<file path="src/rtl/gf4_normal_mult.sv">
// gf4_normal_mult: GF(2^2) multiplier in the normal basis {W, W^2}, W^2 + W + 1 = 0.
// Leaf block of the tower-field AES S-box datapath. LANES independent 2-bit multiplies are
// packed side by side; the product is registered with a valid tag (one cycle latency).
//
// Ports
//   clk          rising-edge clock
//   rst_n        asynchronous active-low reset; clears result_o and out_valid_o
//   in_valid_i   x_i/y_i carry valid operands this cycle
//   x_i, y_i     operands, lane i at [2i+1:2i]; bit1 = coeff of W, bit0 = coeff of W^2
//   out_valid_o  result_o holds the product of operands sampled one cycle earlier
//   result_o     product, lane i at [2i+1:2i]
module gf4_normal_mult #(
  parameter int unsigned LANES = 1
) (
  input  logic                 clk,
  input  logic                 rst_n,
  input  logic                 in_valid_i,
  input  logic [2*LANES-1:0]   x_i,
  input  logic [2*LANES-1:0]   y_i,
  output logic                 out_valid_o,
  output logic [2*LANES-1:0]   result_o
);

  // Normal-basis product. The shared term e = (x1^x0)&(y1^y0) folds the W^3 = 1 = W + W^2
  // contributions of the cross products back into both coordinates.
  function automatic logic [1:0] gf4_mul(input logic [1:0] a, input logic [1:0] b);
    logic e;
    e = (a[1] ^ a[0]) & (b[1] ^ b[0]);
    return {(a[1] & b[1]) ^ e, (a[0] & b[0]) ^ e};
  endfunction

  logic [2*LANES-1:0] prod;
  logic [2*LANES-1:0] result_d, result_q;
  logic               valid_d, valid_q;

  always_comb begin
    prod = '0;
    for (int unsigned i = 0; i < LANES; i++) begin
      prod[2*i +: 2] = gf4_mul(x_i[2*i +: 2], y_i[2*i +: 2]);
    end
  end

  // Result only loads on valid operands; the valid tag follows in_valid_i every cycle.
  always_comb begin
    result_d = in_valid_i ? prod : result_q;
    valid_d  = in_valid_i;
  end

  always_ff @(posedge clk or negedge rst_n) begin
    if (!rst_n) begin
      result_q <= '0;
      valid_q  <= 1'b0;
    end else begin
      result_q <= result_d;
      valid_q  <= valid_d;
    end
  end

  assign result_o    = result_q;
  assign out_valid_o = valid_q;

endmodule

</file>
<file path="config.mk">
export PLATFORM = sky130hd
export DESIGN_NAME = gf4_normal_mult
export DESIGN_NICKNAME = d
export VERILOG_FILES = /design/src/rtl/gf4_normal_mult.sv
export SDC_FILE = /design/constraint.sdc
export NUM_CORES = 1
export LEC_CHECK = 0
export ABC_CLOCK_PERIOD_IN_PS = 800
export CORE_AREA = 2 2 39 41
export DETAILED_ROUTE_END_ITERATION = 10
export DIE_AREA = 0 0 41 43
export GPL_TIMING_DRIVEN = 0
export HOLD_SLACK_MARGIN = 0.06
export SLEW_MARGIN = 5
export SYNTH_ARGS = -nofsm -noshare
export SYNTH_HDL_FRONTEND = slang
export SYNTH_SLANG_ARGS = --single-unit
</file>
<file path="constraint.sdc">
create_clock -name clk -period 0.8 [get_ports clk]
set_input_delay 0.16 -clock clk [delete_from_list [all_inputs] [get_ports clk]]
set_output_delay 0.16 -clock clk [all_outputs]
set_load 0.1 [all_outputs]
</file>
* After elaboration in Yosys (flattened, before gate mapping)
Index checks and enable logic that the tools add are counted.
W data, S select, Z words.
** Cells by class
- Bitwise operators :: 7
** Operators with widths (count)
- $xor A1 B1 Y1 :: 4
- $and A1 B1 Y1 :: 3
** Storage, ports and cells
- Input bits :: 7
- Flip-flop bits (word level) :: 3
- Logic and storage cells :: 9
- Output and inout bits :: 3

* Depth between registers and ports, before layout
Gate-level depths: netlist of run 1.
- Depth in word-level cells :: 3
- Gate-level depth with buffers :: 3
- Mapped depth without buffers :: 3

* Worst setup path after synthesis of run 1
Ideal clock, no wire load.
- Path type :: register -> register
- From :: reg, netlist name result_o[0]
- To :: reg result_q[0] (netlist: result_o[0])
- Cell stages (with the launch flop) :: 3
- Period minus slack after synthesis :: 1231 ps
- Data arrival time :: 1149 ps
- Setup time :: 82 ps
- Required time :: 718 ps
- Slack :: -431 ps
- Buffers on the path :: 0
- Cell sequence :: dfrtp_1 nor2_1 a31oi_1
** RTL lines
- end signal: assignment :: RTL line 54 : result_q <= result_d;
- end: declaration :: RTL line 33 : logic [2*LANES-1:0] result_d, result_q;

* Worst setup path after layout of run 1
- From :: reg result_q[1] (netlist: result_o[1])
- To :: out result_o[1]
** RTL lines
- end: declaration :: RTL line 21 : output logic [2*LANES-1:0] result_o
No word-level cell between the ends.

==> impl_metrics.csv, run 1 <==
group,metric,value,unit
outcome,status,"finished, violations left",
outcome,violations,"setup timing",
detailed_routing,drc,0,
timing,setup_violations,3,
clock_tree,cts_made_buffers,3,
global_routing,antenna_found_initial,0,
critical_path,cp_slowest_cell,"dfrtp_4",
yosys,synth_area,163,um^2
power,total_power,682,uW
detailed_routing,via_per_inst,3.72,
global_routing,grt_pass1_wl,586,um
detailed_routing,num_vias,171,
critical_path,start_kind,"flop",
finish,drive_gt1_frac,0.467,
timing,worst_hold_slack,0.119,ns
power,seqPwrFrac,0.279,
clock_tree,cts.root.buffer_cell,"clkbuf_4",
global_routing,overflow,0,
timing,period_minus_slack,1.04,ns
yosys,syn-num-nets,24,
flow_run,cap_violations,0,
finish,final_nets,38,
timing,fmax,0.964,GHz
yosys,yosysSeqAreaShare,0.462,
clock_tree,post-cts-setup-buffer-count,0,
yosys,yosysWarnings,0,
die,dieArea,0.00176,mm^2
critical_path,critPathMaxFanout,2,
timing,worst_slack,-0.237,ns
die,core,0.00138,mm^2
die,boundaryPins,10,
yosys,syn_avg_cell_area,9.57,um^2
global_routing,grt_pass1_vias,158,
clock_tree,cts-hold-fix-buffers,0,
power,power_density,1990,mW/mm^2
detailed_routing,ant_nets,0,
die,die_h,43,um
critical_path,cp_num_buf_inv,1,
critical_path,required,0.64,ns
timing,rsz0062_at_grt,"yes",
power,comb_power_share,0.343,
die,initial_core_util,0.118,
finish,postLayoutCoreUtil,0.248,
finish,area_growth,111,%
power,p_leak,0.147,nW
finish,final_area,343,um^2
yosys,postSynthCellCount,17,
die,core.rowCount,14,
hold_path,hold_class,"in2async",
global_routing,grtUsageTotal,0.0562,
power,power.share.clock,0.378,
place,gp_congestion,0.588,
critical_path,crit_type,"reg2out",
timing,post-route-period-util,1.30,
timing,hold_viol,0,
place,numPortBuffers,9,
yosys,synth_seq_cells,3,
power,switching_share,0.334,
detailed_routing,firstDrtPassIters,3,
power,ir_worst_vdd,429,uV
timing,maxSlewViolCount,0,
critical_path,end_kind,"output port",
clock_tree,insertion_delay,0.23,ns
critical_path,slowest_delay,0.48,ns
critical_path,crit_family,"flip-flops",
clock_tree,cts_buffer_depth,2,
place,dpl_cell_area,284,um^2
power,p_sw,228,uW
critical_path,crit_chain,"buf_12",
global_routing,grt_max_degree,6,
timing,worstMarginPinSlew,0.180,ns
clock_tree,cts_tree,"yes",
detailed_routing,drtIter0Drc,2,
finish,diodes,0,
detailed_routing,avgRoutedWirePerCell,8.50,um
critical_path,worstPathArrival,0.88,ns
power,p_int,454,uW
clock_tree,cts_sinks,3,
clock_tree,htreeDepth,1,
timing,relSlewSlack,0.880,
timing,final.setup_skew,0,ns
die,die_w,41,um
yosys,synth.distinct_cells,11,
clock_tree,path_clk_slew,0.04,ns
detailed_routing,wirelength,391,um
cells in the final DEF, fill, tap and decap left out:
cell             netlist  routed
a31oi_1                2       2
and2b_1                1       1
and2b_2                1       1
buf_12                 0       3
clkbuf_1               0       1
clkbuf_2               0       2
clkbuf_4               0       3
clkdlybuf4s15_1        0       2
clkdlybuf4s50_1        0       1
dfrtp_4                0       3
dlymetal6s2s_1         0       1
inv_1                  1       1
mux2_1                 1       1
nand2_1                1       1
nor2_1                 2       2
nor3b_2                0       2
o211ai_1               1       1
o21ai_0                2       1
o21ai_1                0       1
cell families (layout without fill, tap and decap cells):
kind of cell | Yosys count | after routing | share of synthesized area
AO/OA/AOI/OAI | 5 | 5 | 0.185
buffers and inverters | 1 | 14 | 0.0231
flip-flops | 3 | 3 | 0.462
AND/OR/NAND/NOR | 7 | 7 | 0.262
multiplexers | 1 | 1 | 0.0692
synth_stat cells:
library cell | instances | share of area
and2b_1 | 1 | 0.046
nor3b_1 | 2 | 0.092
and2b_2 | 1 | 0.054
nand2_1 | 1 | 0.023
a31oi_1 | 2 | 0.077
o21ai_0 | 2 | 0.062
dfrtp_1 | 3 | 0.46
o211ai_1 | 1 | 0.046
nor2_1 | 2 | 0.046
inv_1 | 1 | 0.023
mux2_1 | 1 | 0.069
registers in the layout, indices dropped and copies added (netlist names):
signal and cells:
out_valid_o 1, result_o 2
worst paths after layout:
check | slack, ns | start | to | cells past startpoint
worst max-delay path | -0.24 | result_o[1] | result_o[1] | 1
worst min-delay path | 0.12 | rst_n | out_valid_o | 1
worst max register to register | 0.06 | result_o[1] | result_o[1] | 2
worst min register to register | 0.62 | result_o[0] | result_o[0] | 2
max in group asynchronous | 0.51 | rst_n | result_o[0] | 1
min in group clk | 0.16 | in_valid_i | out_valid_o | 1
final cells by class:
cell class	instances	area (um^2)
timing repair buffer	9	113
fill	147	1040
clock buffer	4	26.3
tap	16	20.0
multi-input combinational	13	93.8
sequential	3	86.3
inverter	1	3.75
what timing repair did:
action	in CTS	in global routing
endpoints found under the setup margin	5	5
gates resized for setup	33	8
cloned	0	0
metal layers:
| metal | GRT usage | wire length [um] | up-vias | part of all wire |
|---|---|---|---|---|
| met5 | 0 | 0 | - | 0 |
| li1 | - | - | 86 | - |
| met4 | 0.100 | 0 | 0 | 0 |
| met3 | 0.0157 | 51 | 0 | 0.13 |
| met2 | 0.0531 | 171 | 10 | 0.44 |
| met1 | 0.0673 | 168 | 75 | 0.43 |
per-stage QoR:
stage | instances | TNS (ns) | setup slack, ns
floorplan | 17 | -0.183 | -0.0917
global placement | 42 | -3.59 | -0.867
detailed placement | 42 | -3.64 | -0.867
CTS | 46 | -0.744 | -0.252
global route | 46 | -0.767 | -0.263
finish | 46 | -0.703 | -0.237
power by group through the flow:
stage	Sequential [mW]	Combinational, mW	Clock (mW)
after detailed placement	0.185	0.207	0
after global placement	0.184	0.206	0
after CTS	0.191	0.233	0.274
after floorplan	0.291	0.0270	0
final	0.190	0.234	0.258
after global routing	0.192	0.245	0.282
No activity file was read; power rests on OpenSTA's default activity.
==> run 2, diff against run 1 <==
Settings changed: TNS_END_PERCENT set to 1.
==> impl_metrics.csv, run 2 (synthesis results as in run 1) <==
group,metric,value,unit
finish,final_cell_mix,"clkbuf_4 (3), buf_12 (3)",
critical_path,worstPathArrival,0.88,ns
clock_tree,insertion_delay,0.23,ns
power,p_leak,0.147,nW
detailed_routing,wirelength,394,um
timing,final.setup_skew,0,ns
global_routing,overflow,0,
place,gp_congestion,0.566,
clock_tree,cts-hold-fix-buffers,0,
critical_path,slowest_delay,0.48,ns
timing,period_minus_slack,1.04,ns
detailed_routing,firstDrtPassIters,2,
finish,fill_cells,159,
critical_path,cp_slowest_cell,"dfrtp_4",
detailed_routing,num_vias,170,
finish,multi_input_area,88.8,um^2
global_routing,grt_pass1_wl,634,um
clock_tree,htreeDepth,1,
timing,maxSlewViolCount,0,
clock_tree,cts_buffer_depth,2,
timing,post-route-period-util,1.30,
power,power_density,2000,mW/mm^2
finish,drive_gt1_frac,0.367,
hold_path,hold_class,"in2async",
timing,setup_violations,4,
outcome,violations,"setup timing",
critical_path,end_kind,"output port",
power,ir_worst_vdd,457,uV
finish,final_nets,38,
timing,worst_slack,-0.240,ns
place,numPortBuffers,9,
clock_tree,cts_made_buffers,3,
clock_tree,ctsResizeCount,29,
place,placed_cells,42,
finish,area_growth,111,%
clock_tree,path_clk_slew,0.04,ns
timing,worstMarginPinSlew,0.174,ns
clock_tree,cts.root.buffer_cell,"clkbuf_4",
detailed_routing,via_per_inst,3.70,
global_routing,grt_max_degree,6,
critical_path,critPathMaxFanout,2,
die,core.rowCount,14,
critical_path,required,0.64,ns
detailed_routing,drc,0,
finish,diodes,0,
timing,worst_hold_slack,0.111,ns
detailed_routing,ant_nets,0,
flow_run,cap_violations,0,
die,dieArea,0.00176,mm^2
die,die_w,41,um
timing,fmax,0.961,GHz
die,die_h,43,um
timing,relSlewSlack,0.883,
timing,rsz0062_at_grt,"yes",
die,core,0.00138,mm^2
critical_path,crit_type,"reg2out",
timing,hold_viol,0,
global_routing,antenna_found_initial,0,
critical_path,crit_chain,"buf_12",
detailed_routing,drtIter0Drc,1,
global_routing,grt_pass1_vias,152,
outcome,status,"finished, violations left",
detailed_routing,avgRoutedWirePerCell,8.57,um
place,preCtsSetupSlack,-0.865,ns
critical_path,cp_num_buf_inv,1,
die,boundaryPins,10,
global_routing,grtUsageTotal,0.0593,
power,total_power,684,uW
finish,largest_register_ff_count,2,
finish,seq_area,83.8,um^2
finish,fin_cells,46,
clock_tree,post-cts-setup-buffer-count,0,
critical_path,crit_family,"flip-flops",
clock_tree,cts_sinks,3,
die,initial_core_util,0.118,
clock_tree,cts_tree,"yes",
critical_path,start_kind,"flop",
==> run 2: area by class of cell <==
class | instances | area share
clock buffer | 4 | 0.0766
inverter | 1 | 0.0109
multi-input combinational | 13 | 0.259
sequential | 3 | 0.245
tap | 16 | 0.0584
timing repair buffer | 9 | 0.350
==> run 2: per-stage QoR <==
stage / setup TNS [ns] / area (um^2) / util
after floorplan: -0.189 / 171 / -
after global placement: -3.54 / 282 / 0.203
after detailed placement: -3.55 / 282 / 0.203
after CTS: -0.680 / 324 / 0.234
after global routing: -0.764 / 343 / 0.248
final: -0.637 / 343 / 0.248
==> run 2: power breakdown <==
part,internal [mW],switching (mW)
logic,0.0923,0.141
clock network,0.187,0.0751
registers,0.175,0.0138
==> run 2: worst paths after layout <==
kind / start / to / slack, ns / cells past startpoint
max: result_o[0] / result_o[0] / -0.24 / 1
min: rst_n / result_o[1] / 0.11 / 1
max reg2reg: result_o[0] / result_o[0] / 0.04 / 2
min reg2reg: result_o[1] / result_o[1] / 0.62 / 2
max in group asynchronous: rst_n / result_o[0] / 0.53 / 1
min in group clk: in_valid_i / out_valid_o / 0.16 / 1
==> run 2: layer usage <==
metal	up-vias	GRT usage	wire length [um]
li1	88	-	-
met5	-	0	0
met4	0	0.0800	0
met2	10	0.0531	169
met3	0	0.0314	48
met1	72	0.0774	176
